**config.mk**
```make
export PLATFORM = sky130hd
export DESIGN_NAME = control_fsm_cpu
export DESIGN_NICKNAME = d
export VERILOG_FILES = /design/src/rtl/control_fsm_cpu.sv
export SDC_FILE = /design/constraint.sdc
export NUM_CORES = 1
export LEC_CHECK = 0
export CORE_ASPECT_RATIO = 0.5
export CORE_MARGIN = 2
export CORE_UTILIZATION = 48
export DETAILED_ROUTE_END_ITERATION = 12
export PLACE_DENSITY_LB_ADDON = 0.2
export SLEW_MARGIN = 25
export SYNTH_ARGS = -nofsm -noshare
export SYNTH_HDL_FRONTEND = slang
export SYNTH_SLANG_ARGS = --single-unit
```
**constraint.sdc**
```tcl
create_clock -name clk -period 2.1 [get_ports clk]
set_input_delay 0.21 -clock clk [delete_from_list [all_inputs] [get_ports clk]]
set_output_delay 0.21 -clock clk [all_outputs]
set_load 0.02 [all_outputs]
```
**src/rtl/control_fsm_cpu.sv**
```systemverilog
// Multi-cycle control unit for data_path_cpu: sequences each instruction through
// IF/ID/EX/MEM/WB/BR, stalls in ID on register hazards and freezes on the halt opcode.
module control_fsm_cpu #(
  parameter logic [5:0]  HALT_OPCODE = 6'h3F,
  parameter int unsigned STALL_LIMIT = 16
) (
  input  logic       clk,
  input  logic       rst,
  input  logic [5:0] opcode,
  input  logic [5:0] funct,
  input  logic       is_alu_zero,
  input  logic       is_full_rnum1,
  input  logic       is_full_rnum2,
  output logic       is_load_PC,
  output logic       is_write_reg,
  output logic       is_write_mem,
  output logic [5:0] opcode_alu,
  output logic       is_R_type,
  output logic       is_I_type,
  output logic       is_J_type,
  output logic       is_write_from_mem,
  output logic [1:0] control_mux_for_PC,
  output logic [2:0] state,
  output logic       is_halted,
  output logic       stall_error
);

  typedef enum logic [2:0] {
    S_IF   = 3'd0,
    S_ID   = 3'd1,
    S_EX   = 3'd2,
    S_MEM  = 3'd3,
    S_WB   = 3'd4,
    S_BR   = 3'd5,
    S_HALT = 3'd6
  } state_t;

  localparam logic [5:0] OP_R    = 6'h00;
  localparam logic [5:0] OP_J    = 6'h02;
  localparam logic [5:0] OP_BEQ  = 6'h04;
  localparam logic [5:0] OP_ADDI = 6'h08;
  localparam logic [5:0] OP_LW   = 6'h23;
  localparam logic [5:0] OP_SW   = 6'h2B;
  localparam logic [5:0] ALU_ADD = 6'h20;
  localparam logic [5:0] ALU_SUB = 6'h22;
  localparam logic [7:0] LIMIT   = 8'(STALL_LIMIT);

  state_t     state_q, state_d;
  logic [5:0] ir_op, ir_funct;
  logic       z_q;
  logic [7:0] stall_cnt, cnt_inc;
  logic       stall_error_q;

  logic dec_r, dec_j, dec_beq, dec_addi, dec_lw, dec_sw, dec_halt;
  logic reads_rt, stall, in_body;

  // Halt takes priority so a HALT_OPCODE that aliases a real opcode still halts.
  assign dec_halt = (ir_op == HALT_OPCODE);
  assign dec_r    = !dec_halt && (ir_op == OP_R);
  assign dec_j    = !dec_halt && (ir_op == OP_J);
  assign dec_beq  = !dec_halt && (ir_op == OP_BEQ);
  assign dec_addi = !dec_halt && (ir_op == OP_ADDI);
  assign dec_lw   = !dec_halt && (ir_op == OP_LW);
  assign dec_sw   = !dec_halt && (ir_op == OP_SW);

  assign reads_rt = dec_r || dec_sw || dec_beq;
  assign stall    = is_full_rnum1 || (is_full_rnum2 && reads_rt);
  assign cnt_inc  = (stall_cnt == 8'hFF) ? stall_cnt : stall_cnt + 8'd1;
  assign in_body  = (state_q == S_ID) || (state_q == S_EX) || (state_q == S_MEM) ||
                    (state_q == S_WB) || (state_q == S_BR);

  // NOTE: sequential state uses non-blocking assignments so every register samples
  // pre-edge values; blocking here would create order-dependent simulation races.
  always_ff @(posedge clk) begin
    if (rst) begin
      state_q       <= S_IF;
      ir_op         <= '0;
      ir_funct      <= '0;
      z_q           <= 1'b0;
      stall_cnt     <= '0;
      stall_error_q <= 1'b0;
    end else begin
      state_q <= state_d;
      if (state_q == S_IF) begin
        ir_op    <= opcode;
        ir_funct <= funct;
      end
      if (state_q == S_EX && dec_beq) z_q <= is_alu_zero;
      if (state_q == S_ID && stall) begin
        stall_cnt <= cnt_inc;
        if (cnt_inc >= LIMIT) stall_error_q <= 1'b1;
      end else begin
        stall_cnt <= '0;
      end
    end
  end

  // NOTE: every signal driven here gets a default first, so no path leaves one
  // unassigned and no latch is inferred.
  always_comb begin
    state_d = S_IF;
    unique case (state_q)
      S_IF: state_d = S_ID;
      S_ID: begin
        if (stall)                   state_d = S_ID;
        else if (dec_halt)           state_d = S_HALT;
        else if (dec_r || dec_addi || dec_lw || dec_sw || dec_beq)
                                     state_d = S_EX;
        else                         state_d = S_BR;
      end
      S_EX: begin
        if (dec_r || dec_addi)       state_d = S_WB;
        else if (dec_lw || dec_sw)   state_d = S_MEM;
        else if (dec_beq)            state_d = S_BR;
      end
      S_MEM:  state_d = dec_lw ? S_WB : S_IF;
      S_WB:   state_d = S_IF;
      S_BR:   state_d = S_IF;
      S_HALT: state_d = S_HALT;
      default: state_d = S_IF;
    endcase
  end

  always_comb begin
    is_load_PC         = 1'b0;
    is_write_reg       = 1'b0;
    is_write_mem       = 1'b0;
    opcode_alu         = '0;
    is_R_type          = 1'b0;
    is_I_type          = 1'b0;
    is_J_type          = 1'b0;
    is_write_from_mem  = 1'b0;
    control_mux_for_PC = 2'd0;

    if (in_body) begin
      is_R_type         = dec_r;
      is_I_type         = dec_addi || dec_lw || dec_sw || dec_beq;
      is_J_type         = dec_j;
      is_write_from_mem = dec_lw;
      if (dec_r)                           opcode_alu = ir_funct;
      else if (dec_addi || dec_lw || dec_sw) opcode_alu = ALU_ADD;
      else if (dec_beq)                    opcode_alu = ALU_SUB;
    end

    case (state_q)
      S_WB: begin
        is_write_reg = 1'b1;
        is_load_PC   = 1'b1;
      end
      S_MEM: begin
        is_write_mem = dec_sw;
        is_load_PC   = dec_sw;
      end
      S_BR: begin
        is_load_PC = 1'b1;
        if (dec_j)               control_mux_for_PC = 2'd2;
        else if (dec_beq && z_q) control_mux_for_PC = 2'd1;
      end
      default: ;
    endcase
  end

  assign state       = state_q;
  assign is_halted   = (state_q == S_HALT);
  assign stall_error = stall_error_q;

endmodule

```
==> metrics.txt <==
Data arrival, critical path 1790 ps; I/O pin cnt 37; antenna-violating nets left 0; Area contributors post-synth dfxtp_1, nand2_1, a21oi_1; effective utilization at floorplan 52.8%; pin count of the biggest net entering global routing 18; Synth area leader dfxtp_1; Int Power 1.14 mW; Hold Buf Count CTS 0; fraction of layout cells with a size suffix above 1 19.4%; GRT overflow 0; DRC 0; Slew Limit Fails 0; Gate power share 51.7%; first-pass GRT wire length 5910 um; CP bufs+invs 2; status completed; routed length per instance 13.5 um; Routed WL 3580 um; Post-CTS Setup Bufs 0; Final Instance Area 1950 um2; TritonCTS Buffers 3; ant diodes 0; port buffer count 36; Gate Count Post-Synth 181; period utilisation layout 95.4%; Non-Filler Instances 264; Post-Route Setup TNS 0 ps; Core Area 2720 um2; CP startpoint kind flop; PwrDens 1010 nW/um2; Die Wd 81.3 um; synth warn 0; Total Power 1.96 mW; clock skew 2.45 ps; fmax 499 MHz; crit-path leading delay family simple AND/OR/NAND/NOR gates; gpl congestion 0.885; drt via density 5.53; syn_nets 199; final setup violating endpoints 0; Tightest Pin Transition 568 ps; initial antenna violation count 0; CTS tree yes; DR iter-0 viols 73; Die Area 3470 um2; drt first pass iters 4; Max-slew headroom 61.8%; switching power 813 uW; clock sinks 25; worst vdd ir 502 uV; share of the synthesized area in the top cell type 34.9%; placed inst area 1910 um2; crit-path cells buf_4, or4_1, nor2_1, dlygate4sd2_1; clock network power share 15.0%; Clk Tree Root Cell clkbuf_8; Reg clk slew, reported paths 90 ps; Rows 13; Leak 0.820 nW; DP HPWL 2730 um; RSZ-0062 raised after global routing false; sequential share of power 33.3%; WS Path Type flop to primary output; Sw Ratio 41.5%; Post-Place Cells 260; crit-path max cell delay 510 ps; synthesized flop and latch total 25; H-Tree Depth 1; Synth Cell Area 1430 um2; Overall Global Routing Usage 22.1%; syn_area_per_cell 7.92 um2; Fin. Hold Viols 0; Fillers 230; nets 246; max-cap viol count 0; critical path required time 1890 ps; Crit Path Max Fanout 10; CP Capture Type primary output; fin crit period 2000 ps; routed vias 1461; Die Ht 42.6 um; CP max-delay cell or4_1; Netlist cell types 48; Hold Path Class flop to flop; post-synthesis sequential area ratio 34.9%; vias in the first global route 1358; Layout area overhead 35.7%; CTS max path bufs 2; Worst-Skew Late Latency 270 ps
stage by stage:
step           util (%)  setup WS [ps]  hold slack, ps
6_report           71.6           96.6             467
5_1_grt            71.6           10.7             476
4_1_cts            71.8           33.1             466
3_5_place_dp       70.2          -38.8             453
3_3_place_gp       70.2           29.6             439
2_1_floorplan         -           46.1             345
flip-flops by register name, indices dropped and copies added (netlist names):
signal       count
ir_funct         6
state            3
z_q              1
stall_cnt        8
stall_error      1
ir_op            6
logic make-up (layout without fill, tap and decap cells):
kind of cell / Yosys count / after routing / share of synthesized area [%]
simple gates: 94 / 94 / 36.6
compound gates: 37 / 37 / 17.0
flops: 25 / 25 / 34.9
buf+inv: 18 / 64 / 6.72
xor+xnor: 3 / 3 / 1.83
mux: 3 / 3 / 2.09
fa+ha+maj: 1 / 1 / 0.872
synthesized netlist by cell type (all sizes together):
| library cell | n |
|---|---|
| a32o | 2 |
| buf | 8 |
| o22ai | 2 |
| and3b | 1 |
| a21o | 2 |
| xor2 | 1 |
| nand3b | 1 |
| and2 | 6 |
| nor3b | 3 |
| nor2b | 1 |
| or4 | 1 |
| xnor2 | 2 |
| a32oi | 1 |
| or2 | 2 |
| mux2i | 3 |
| a211oi | 2 |
| o41ai | 1 |
| nor2 | 10 |
| ha | 1 |
| inv | 5 |
| nand2b | 1 |
| nand4 | 5 |
| a41oi | 1 |
| a2111oi | 1 |
| and2b | 1 |
| nand3 | 5 |
| clkbuf | 5 |
| a221oi | 1 |
| nor3 | 9 |
| o211ai | 1 |
| and4 | 1 |
| nand2 | 34 |
| o21ai | 3 |
| or3 | 1 |
| dfxtp | 25 |
| and3 | 4 |
| and4b | 2 |
| o21bai | 1 |
| nor4 | 6 |
| a21oi | 19 |
layout make-up:
class                           count  area [um2]  share of cell area (%)
Clock inverter                      1        7.51                   0.386
Timing Repair Buffer               55         469                    24.1
Multi-Input combinational cell    138         856                    44.0
Sequential cell                    25         507                    26.0
Tap cell                           37        46.3                    2.38
Inverter                            5        18.8                   0.965
Clock buffer                        3        41.3                    2.12
worst min-delay path, delay by kind of cell (launching register included):
kind	cells	cell delay, ps
compound gates	1	50
flops	1	320
simple gates	1	50
layout by cell type, fill, tap and decap left out, types with 4 or more instances in the layout:
cell,Yosys,final
a21oi_1,19,19
and2_1,6,6
buf_4,3,19
clkbuf_2,0,5
clkdlybuf4s50_1,0,21
dfxtp_1,25,22
dlygate4sd2_1,0,9
inv_1,5,5
nand2_1,34,33
nand3_1,5,5
nand4_1,5,5
nor2_1,10,10
nor3_1,6,6
nor4_1,5,4
what timing repair did:
action                     CTS  global route
setup endpoints to repair   14             8
resized for setup           20            15
pin swaps                    0             1
layer usage:
metal  vias up  wire length [um]  part of all wire, %  global-route usage [%]
li1        737                 -                    -                       -
met1       679              1650                   46                    27.5
met2        37              1700                   48                    37.4
met3         8               160                  4.5                    5.82
met4         0                63                  1.8                    6.78
met5         -                 0                    0                       0
path summary, 6_finish.rpt:
check             slack, ps        start                 to  cells past startpoint
setup / recovery        100     ir_op[2]  is_write_from_mem                      4
hold / removal          470  ir_funct[1]        ir_funct[1]                      2
setup reg to reg        300     ir_op[2]        stall_error                      6
hold reg to reg         470  ir_funct[1]        ir_funct[1]                      2
power groups by stage:
stage | registers (mW) | clock network (mW) | logic [mW]
final | 0.651 | 0.293 | 1.01
after global routing | 0.665 | 0.324 | 1.10
after CTS | 0.648 | 0.299 | 1.01
after detailed placement | 0.655 | 0 | 1.01
after global placement | 0.649 | 0 | 0.996
after floorplan | 0.632 | 0 | 0.627
(Power assumes the default switching activity.)
